==> config.mk <==
export PLATFORM = sky130hd
export DESIGN_NAME = gray_addsub_seq
export DESIGN_NICKNAME = d
export VERILOG_FILES = /design/src/rtl/gray_addsub_seq.sv
export SDC_FILE = /design/constraint.sdc
export NUM_CORES = 1
export LEC_CHECK = 0
export ABC_AREA = 0
export BUFFER_PORTS_ARGS = -buffer_cell sky130_fd_sc_hd__buf_2
export CAP_MARGIN = 20
export CORE_MARGIN = 8
export CORE_UTILIZATION = 49
export CTS_CLUSTER_SIZE = 12
export DETAILED_ROUTE_END_ITERATION = 12
export PLACE_DENSITY = 0.81
export SYNTH_ARGS = -nofsm -noshare
export SYNTH_HDL_FRONTEND = slang
export SYNTH_SLANG_ARGS = --single-unit
==> constraint.sdc <==
create_clock -name clk -period 2.55 [get_ports clk]
set_input_delay 0.255 -clock clk [delete_from_list [all_inputs] [get_ports clk]]
set_output_delay 0.255 -clock clk [all_outputs]
set_load 0.05 [all_outputs]
==> src/rtl/gray_addsub_seq.sv <==
// ============================================================================
// Module   : gray_addsub_seq
// Brief    : Multi-cycle chunked adder/subtractor with binary and Gray result.
//            Define GRAY_ADDSUB_OVF_EN to add the signed-overflow output ovf.
// Revision : 1.0 - initial release
// ============================================================================
`default_nettype none

module gray_addsub_seq #(
    parameter int WIDTH = 8,
    parameter int CHUNK = 2
) (
    input  logic             clk,
    input  logic             rst,
    input  logic             in_valid,
    output logic             in_ready,
    input  logic [WIDTH-1:0] a,
    input  logic [WIDTH-1:0] b,
    input  logic             mode,
    output logic             out_valid,
    input  logic             out_ready,
    output logic [WIDTH:0]   result,
    output logic [WIDTH:0]   gray,
`ifdef GRAY_ADDSUB_OVF_EN
    output logic             ovf,
`endif
    output logic             busy
);

    localparam int c_NSLICE = WIDTH / CHUNK;
    localparam int c_CNT_W  = (c_NSLICE > 1) ? $clog2(c_NSLICE) : 1;
    localparam int c_BASE_W = (WIDTH > 1) ? $clog2(WIDTH) : 1;

    generate
        if ((WIDTH % CHUNK) != 0) begin : g_param_check
            $error("gray_addsub_seq: WIDTH must be a multiple of CHUNK");
        end
    endgenerate

    typedef enum logic [1:0] {
        S_IDLE = 2'd0,
        S_RUN  = 2'd1,
        S_DONE = 2'd2
    } state_t;

    state_t               r_state;
    state_t               w_state_next;

    logic [WIDTH-1:0]     r_a;
    logic [WIDTH-1:0]     r_b;
    logic                 r_carry;
    logic [c_CNT_W-1:0]   r_cnt;
    logic [WIDTH:0]       r_result;
    logic [WIDTH:0]       r_gray;

    logic [c_BASE_W-1:0]  w_base;
    logic [CHUNK-1:0]     w_slice_a;
    logic [CHUNK-1:0]     w_slice_b;
    logic [CHUNK:0]       w_sum;
    logic                 w_last;
    logic [WIDTH-1:0]     w_res_lo;
    logic [WIDTH:0]       w_res_next;

    // ------------------------------------------------------------------------
    // Slice datapath: one CHUNK-wide add per clock through the registered carry
    // ------------------------------------------------------------------------
    assign w_base    = c_BASE_W'(r_cnt) * c_BASE_W'(CHUNK);
    assign w_slice_a = r_a[w_base +: CHUNK];
    assign w_slice_b = r_b[w_base +: CHUNK];
    assign w_sum     = {1'b0, w_slice_a} + {1'b0, w_slice_b} + (CHUNK+1)'(r_carry);
    assign w_last    = (r_cnt == c_CNT_W'(c_NSLICE - 1));

    always_comb begin
        w_res_lo                  = r_result[WIDTH-1:0];
        w_res_lo[w_base +: CHUNK] = w_sum[CHUNK-1:0];
    end

    // The carry-out only lands in the MSB on the final slice.
    assign w_res_next = {(w_last ? w_sum[CHUNK] : r_result[WIDTH]), w_res_lo};

    // ------------------------------------------------------------------------
    // FSM
    // ------------------------------------------------------------------------
    always_ff @(posedge clk or posedge rst) begin
        if (rst) begin
            r_state <= S_IDLE;
        end else begin
            r_state <= w_state_next;
        end
    end

    always_comb begin
        w_state_next = r_state;
        case (r_state)
            S_IDLE:  if (in_valid)  w_state_next = S_RUN;
            S_RUN:   if (w_last)    w_state_next = S_DONE;
            S_DONE:  if (out_ready) w_state_next = S_IDLE;
            default: w_state_next = S_IDLE;
        endcase
    end

    // ------------------------------------------------------------------------
    // Operand latch and result registers
    // ------------------------------------------------------------------------
    always_ff @(posedge clk or posedge rst) begin
        if (rst) begin
            r_a      <= '0;
            r_b      <= '0;
            r_carry  <= 1'b0;
            r_cnt    <= '0;
            r_result <= '0;
            r_gray   <= '0;
        end else begin
            case (r_state)
                S_IDLE: begin
                    if (in_valid) begin
                        // Subtract is A + ~B + 1: invert B here, seed the carry with mode.
                        r_a     <= a;
                        r_b     <= mode ? ~b : b;
                        r_carry <= mode;
                        r_cnt   <= '0;
                    end
                end
                S_RUN: begin
                    r_result <= w_res_next;
                    r_carry  <= w_sum[CHUNK];
                    r_cnt    <= r_cnt + c_CNT_W'(1);
                    if (w_last) begin
                        r_gray <= w_res_next ^ (w_res_next >> 1);
                    end
                end
                default: ;
            endcase
        end
    end

`ifdef GRAY_ADDSUB_OVF_EN
    logic r_ovf;
    logic w_carry_into_msb;

    // Carry into the MSB is recovered from the MSB sum bit and its two operand bits.
    assign w_carry_into_msb = r_a[WIDTH-1] ^ r_b[WIDTH-1] ^ w_sum[CHUNK-1];

    always_ff @(posedge clk or posedge rst) begin
        if (rst) begin
            r_ovf <= 1'b0;
        end else if ((r_state == S_RUN) && w_last) begin
            r_ovf <= w_carry_into_msb ^ w_sum[CHUNK];
        end
    end

    assign ovf = r_ovf;
`endif

    assign in_ready  = (r_state == S_IDLE);
    assign busy      = (r_state == S_RUN);
    assign out_valid = (r_state == S_DONE);
    assign result    = r_result;
    assign gray      = r_gray;

endmodule

`default_nettype wire

======== After elaboration in Yosys (flattened, before gate mapping) ========
Cells that the tools add are included.
Widths: inputs -> output; s select.
word-level totals
  register bits ........................... 39
  bits of input ports ..................... 21
  output and inout port bits .............. 21
  logic and storage cells ................. 40
operators by class
  add/sub/neg operators ................... 4
  equality and inequality tests ........... 6
  shift-type cells ........................ 4
  multiplexer cells ....................... 11
  bitwise operators ....................... 2
  reductions and logical operators ........ 6
operator list
  kind                   number
  $shiftx 8x4->2         2
  $xor 9x8->9            1
  $bwmux 8               1
  $mux 2                 4
  $mux 8                 1
  $not 8->8              1
  $shift 2x5->8 const A  1
  $shiftx 2x5->8         1
  $pmux 2 s3             1
  $reduce_and 2->1       3
  $neg 3->5              1
  $eq 2x2->1 const B     2
  $ne 2x1->1 const B     2
  $pmux 2 s2             1
  $add 2x2->3            1
  $add 3x1->3            1
  $reduce_and 3->1       1
  $add 2x1->2 const B    1
  $eq 2x1->1 const B     1
  $logic_not 2->1        1
  $mux 1                 2
  $ne 2x2->1 const B     1
  $pmux 1 s2             1
  $reduce_bool 2->1      1

======== Longest topological paths before layout ========
  depth after elaboration ................. 6
  depth in mapped cells ................... 9
  depth with buffers taken out ............ 7

======== Worst setup path after synthesis ========
Ideal clock, no wire load.
  path kind ............................... register to register
  from .................................... register r_cnt[0]
  to ...................................... register r_gray[0] (netlist: gray[0])
  library setup time ...................... 122 ps
  data arrival time ....................... 2652 ps
  required time ........................... 2428 ps
  setup slack ............................. -225 ps
  cell stages (with the launch flop) ...... 10
  buffers on the path ..................... 2
  period minus slack after synthesis ...... 2775 ps
  cell sequence ........................... dfrtp_1 > buf_6 > mux4_1 > fa_1 > fa_1 > buf_2 > xnor2_1 > nor2b_1 > a21oi_1 > o21ai_1
on the way
  longest elaborated chain between the ends .. 6
  elaborated cells on any way between the ends .. 11
  classes of those cells .................. 3 x add/sub; 1 x eq/ne; 4 x shift; 1 x mux; 1 x bitwise; 1 x reduce/logical
RTL lines
  element                                   RTL line  RTL
  start: declaration                        52        logic [c_CNT_W-1:0] r_cnt;
  start signal: assignment                  127       r_cnt <= r_cnt + c_CNT_W'(1);
  $shiftx 8x4->2, on equally long branches  68, 69
  $add 2x2->3                               70        assign w_sum = {1'b0, w_slice_a} + {1'b0, w_slice_b} + (CHUNK+1)'(r_carry);
  $add 3x1->3                               70
  $shiftx 2x5->8                            75        w_res_lo[w_base +: CHUNK] = w_sum[CHUNK-1:0];
  $bwmux 8                                  75
  $xor 9x8->9                               129       r_gray <= w_res_next ^ (w_res_next >> 1);
  end signal: assignment                    129
  end: declaration                          54        logic [WIDTH:0] r_gray;
Parallel ways exist; a longest one is shown, timed or not.
A chain may end at the register's enable or synchronous reset.

======== Worst setup path in the final report ========
Ends and elaborated chain as after synthesis.

==> impl_metrics.env <==
export IMPL_design_die_area_um2=6556
export IMPL_drc=0
export IMPL_period_share=0.9826
export IMPL_h_tree_depth=2
export IMPL_critPathRequiredTime_ps=2730
export IMPL_nNetsFinal=273
export IMPL_rows=23
export IMPL_synth_seq_cells=39
export IMPL_hp_class="in -> async"
export IMPL_yosysUniqueCellTypes=37
export IMPL_place_hpwl_mm=3.212
export IMPL_worst_setup_path_end_kind="flop"
export IMPL_viasPerCell=5.184
export IMPL_synthesis_instances=200
export IMPL_wl_per_cell_um=14.24
export IMPL_numCtsBuffers=5
export IMPL_powerDensity_nw_per_um2=1588
export IMPL_io_buffers=41
export IMPL_ir_worst_vdd_mv=0.5559
export IMPL_gp_congestion=0.8101
export IMPL_die_h_um=80.97
export IMPL_outcome="finished, final reports clean"
export IMPL_core_area_um2=4029
export IMPL_overflow=0
export IMPL_area_delta_synth_final_pct=16.76
export IMPL_start_util=0.5134
export IMPL_drv_slew=0
export IMPL_drt_iter0_drc=51
export IMPL_slew_limit_headroom=0.5094
export IMPL_die_w_um=80.97
export IMPL_hold_violations=0
export IMPL_worst_setup_path_start_kind="flop"
export IMPL_n_antenna_cell=0
export IMPL_worstPathMaxFanout=6
export IMPL_cts_buffer_depth=2
export IMPL_clock_root_buffer="clkbuf_8"
export IMPL_most_common_layout_cells="51 x nand2_1, 41 x buf_2, 38 x dfrtp_1"
export IMPL_drv_cap=0
export IMPL_final_util=0.5994
export IMPL_ys_seq_area_frac=0.4719
export IMPL_cts_hold_buf=0
export IMPL_dp_slack_ps=-152.1
export IMPL_grt_max_degree=40
export IMPL_track_usage=0.1408
export IMPL_synthesis_area_um2=2068
export IMPL_cp_data_arrival_time_ps=2680
export IMPL_drive_gt1_frac=0.3045
export IMPL_clock_sinks=39
export IMPL_critical_path_class="reg -> reg"
export IMPL_grt_pass1_vias=1606
export IMPL_synthTopCellsByArea="dfrtp_1 47%, nand2_1 9.3%, xnor2_1 6.8%, mux4_1 5.1%, ha_1 3.6%"
export IMPL_synth_net_count=229
export IMPL_wirelength_mm=4.173
export IMPL_cts_tree="yes"
export IMPL_route_antenna_remaining_nets=0
export IMPL_rsz0062_at_grt="true"
export IMPL_fmax_ghz=0.3991
export IMPL_setup_violations=0
export IMPL_fin_ws_ps=44.47
export IMPL_synth_top_area_share=0.4719
export IMPL_syn_avg_cell_area_um2=10.34
export IMPL_final_common_cell="nand2_1"
export IMPL_skew_ps=9.612
export IMPL_finalCriticalPeriod_ps=2506
export IMPL_ioPinCount=42
export IMPL_vias=1519
export IMPL_clk_latency_ps=290
export IMPL_tightest_slew_ps=734.1
export IMPL_synthDominantAreaCellType="dfrtp_1"
export IMPL_clkSlewWorstSetupHoldPaths_ps=70
export IMPL_antenna_found_initial=0
export IMPL_leakage_nw=1.197
export IMPL_yosys_warnings=0
export IMPL_grt_pass1_wl_mm=7.196
export IMPL_first_pass_iters=4
[power by group]
part	internal [W]	leakage (nW)	total, W	switching [W]
Clock	0.000182	0.0371	0.000376	0.000194
Sequential	0.000863	0.504	0.00102	0.000161
Combinational	0.000990	0.656	0.00243	0.00144
Total	0.00203	1.20	0.00383	0.00180
[metal layers]
| metal | vias to the layer above | wire, µm | GRT usage |
|---|---|---|---|
| met1 | 710 | 1808 | 0.1634 |
| li1 | 757 | - | - |
| met4 | 0 | 100 | 0.06607 |
| met5 | - | 0 | 0 |
| met3 | 9 | 228 | 0.03753 |
| met2 | 43 | 2034 | 0.2374 |
[cell usage after synthesis (all sizes together)]
cell type	count
mux4	4
a41o	1
nor2	3
nand2	52
o31ai	1
and4b	1
nand3	2
a22o	1
ha	6
dfrtp	39
a31o	1
a21boi	1
inv	7
nand2b	2
o22a	2
clkbuf	1
nor3b	2
xnor2	16
and2	1
a32o	4
and4bb	1
a31oi	3
o21ai	22
xor2	1
a21oi	6
fa	2
buf	9
nor2b	9
[area by class of cell]
class	count	area [µm²]
fillers	342	1614
multi-input cells	144	1026
flip-flops and latches	39	977.2
repair buffers	47	250.2
clock buffers	6	72.57
well taps	50	62.56
inverters	7	26.28
[logic make-up (layout without fill, tap and decap cells)]
family	count (synthesis)	in the layout	synth area share
XOR/XNOR	17	17	0.07199
AND/OR/NAND/NOR	73	73	0.1724
buffers and inverters	17	60	0.04174
multiplexers	4	4	0.05082
adder cells (fa/ha/maj)	8	8	0.05566
AO/OA/AOI/OAI	42	42	0.1355
flip-flops	39	39	0.4719
[worst max-delay path, stage by stage (launching register included)]
cell and delay [ps]:
dfrtp_2 400, mux4_2 530, fa_2 380, fa_2 660
xnor2_4 160, nor2b_1 80, a21oi_2 130, o21ai_1 60
[registers in the layout, indices dropped and copies added, names as in the netlist]
signal,flops
r_state,2
gray,9
result,9
r_cnt,2
r_b,8
r_carry,1
r_a,8
[worst paths after layout]
path	start	end	slack [ps]	cells past startpoint
setup / recovery	r_cnt[0]	gray[0]	40	7
hold / removal	rst	result[7]	70	3
setup reg to reg	r_cnt[0]	gray[0]	40	7
hold reg to reg	r_a[5]	r_a[5]	480	2
max in group asynchronous	rst	r_cnt[0]	2120	3
min in group clk	a[1]	r_a[1]	150	3
[through the flow]
stage,cells,instance area (µm²),power (W),setup TNS [ps],hold WS (ps)
2_1_floorplan,200,2088,0.002951,-24.12,360.4
3_3_place_gp,286,2327,0.003316,-356.4,387.2
3_5_place_dp,286,2327,0.003388,-918.0,392.1
4_1_cts,292,2402,0.003795,-176.1,79.98
5_1_grt,293,2415,0.004114,-316.2,118.3
6_report,293,2415,0.003834,0,67.17
[what timing repair did]
action                                  CTS  global route
endpoints found under the setup margin    9            10
cloned                                    0             0
gates resized for setup                   1             2
buffers inserted                          0             1
pin swaps                                 4             1
(Power assumes the default switching activity.)
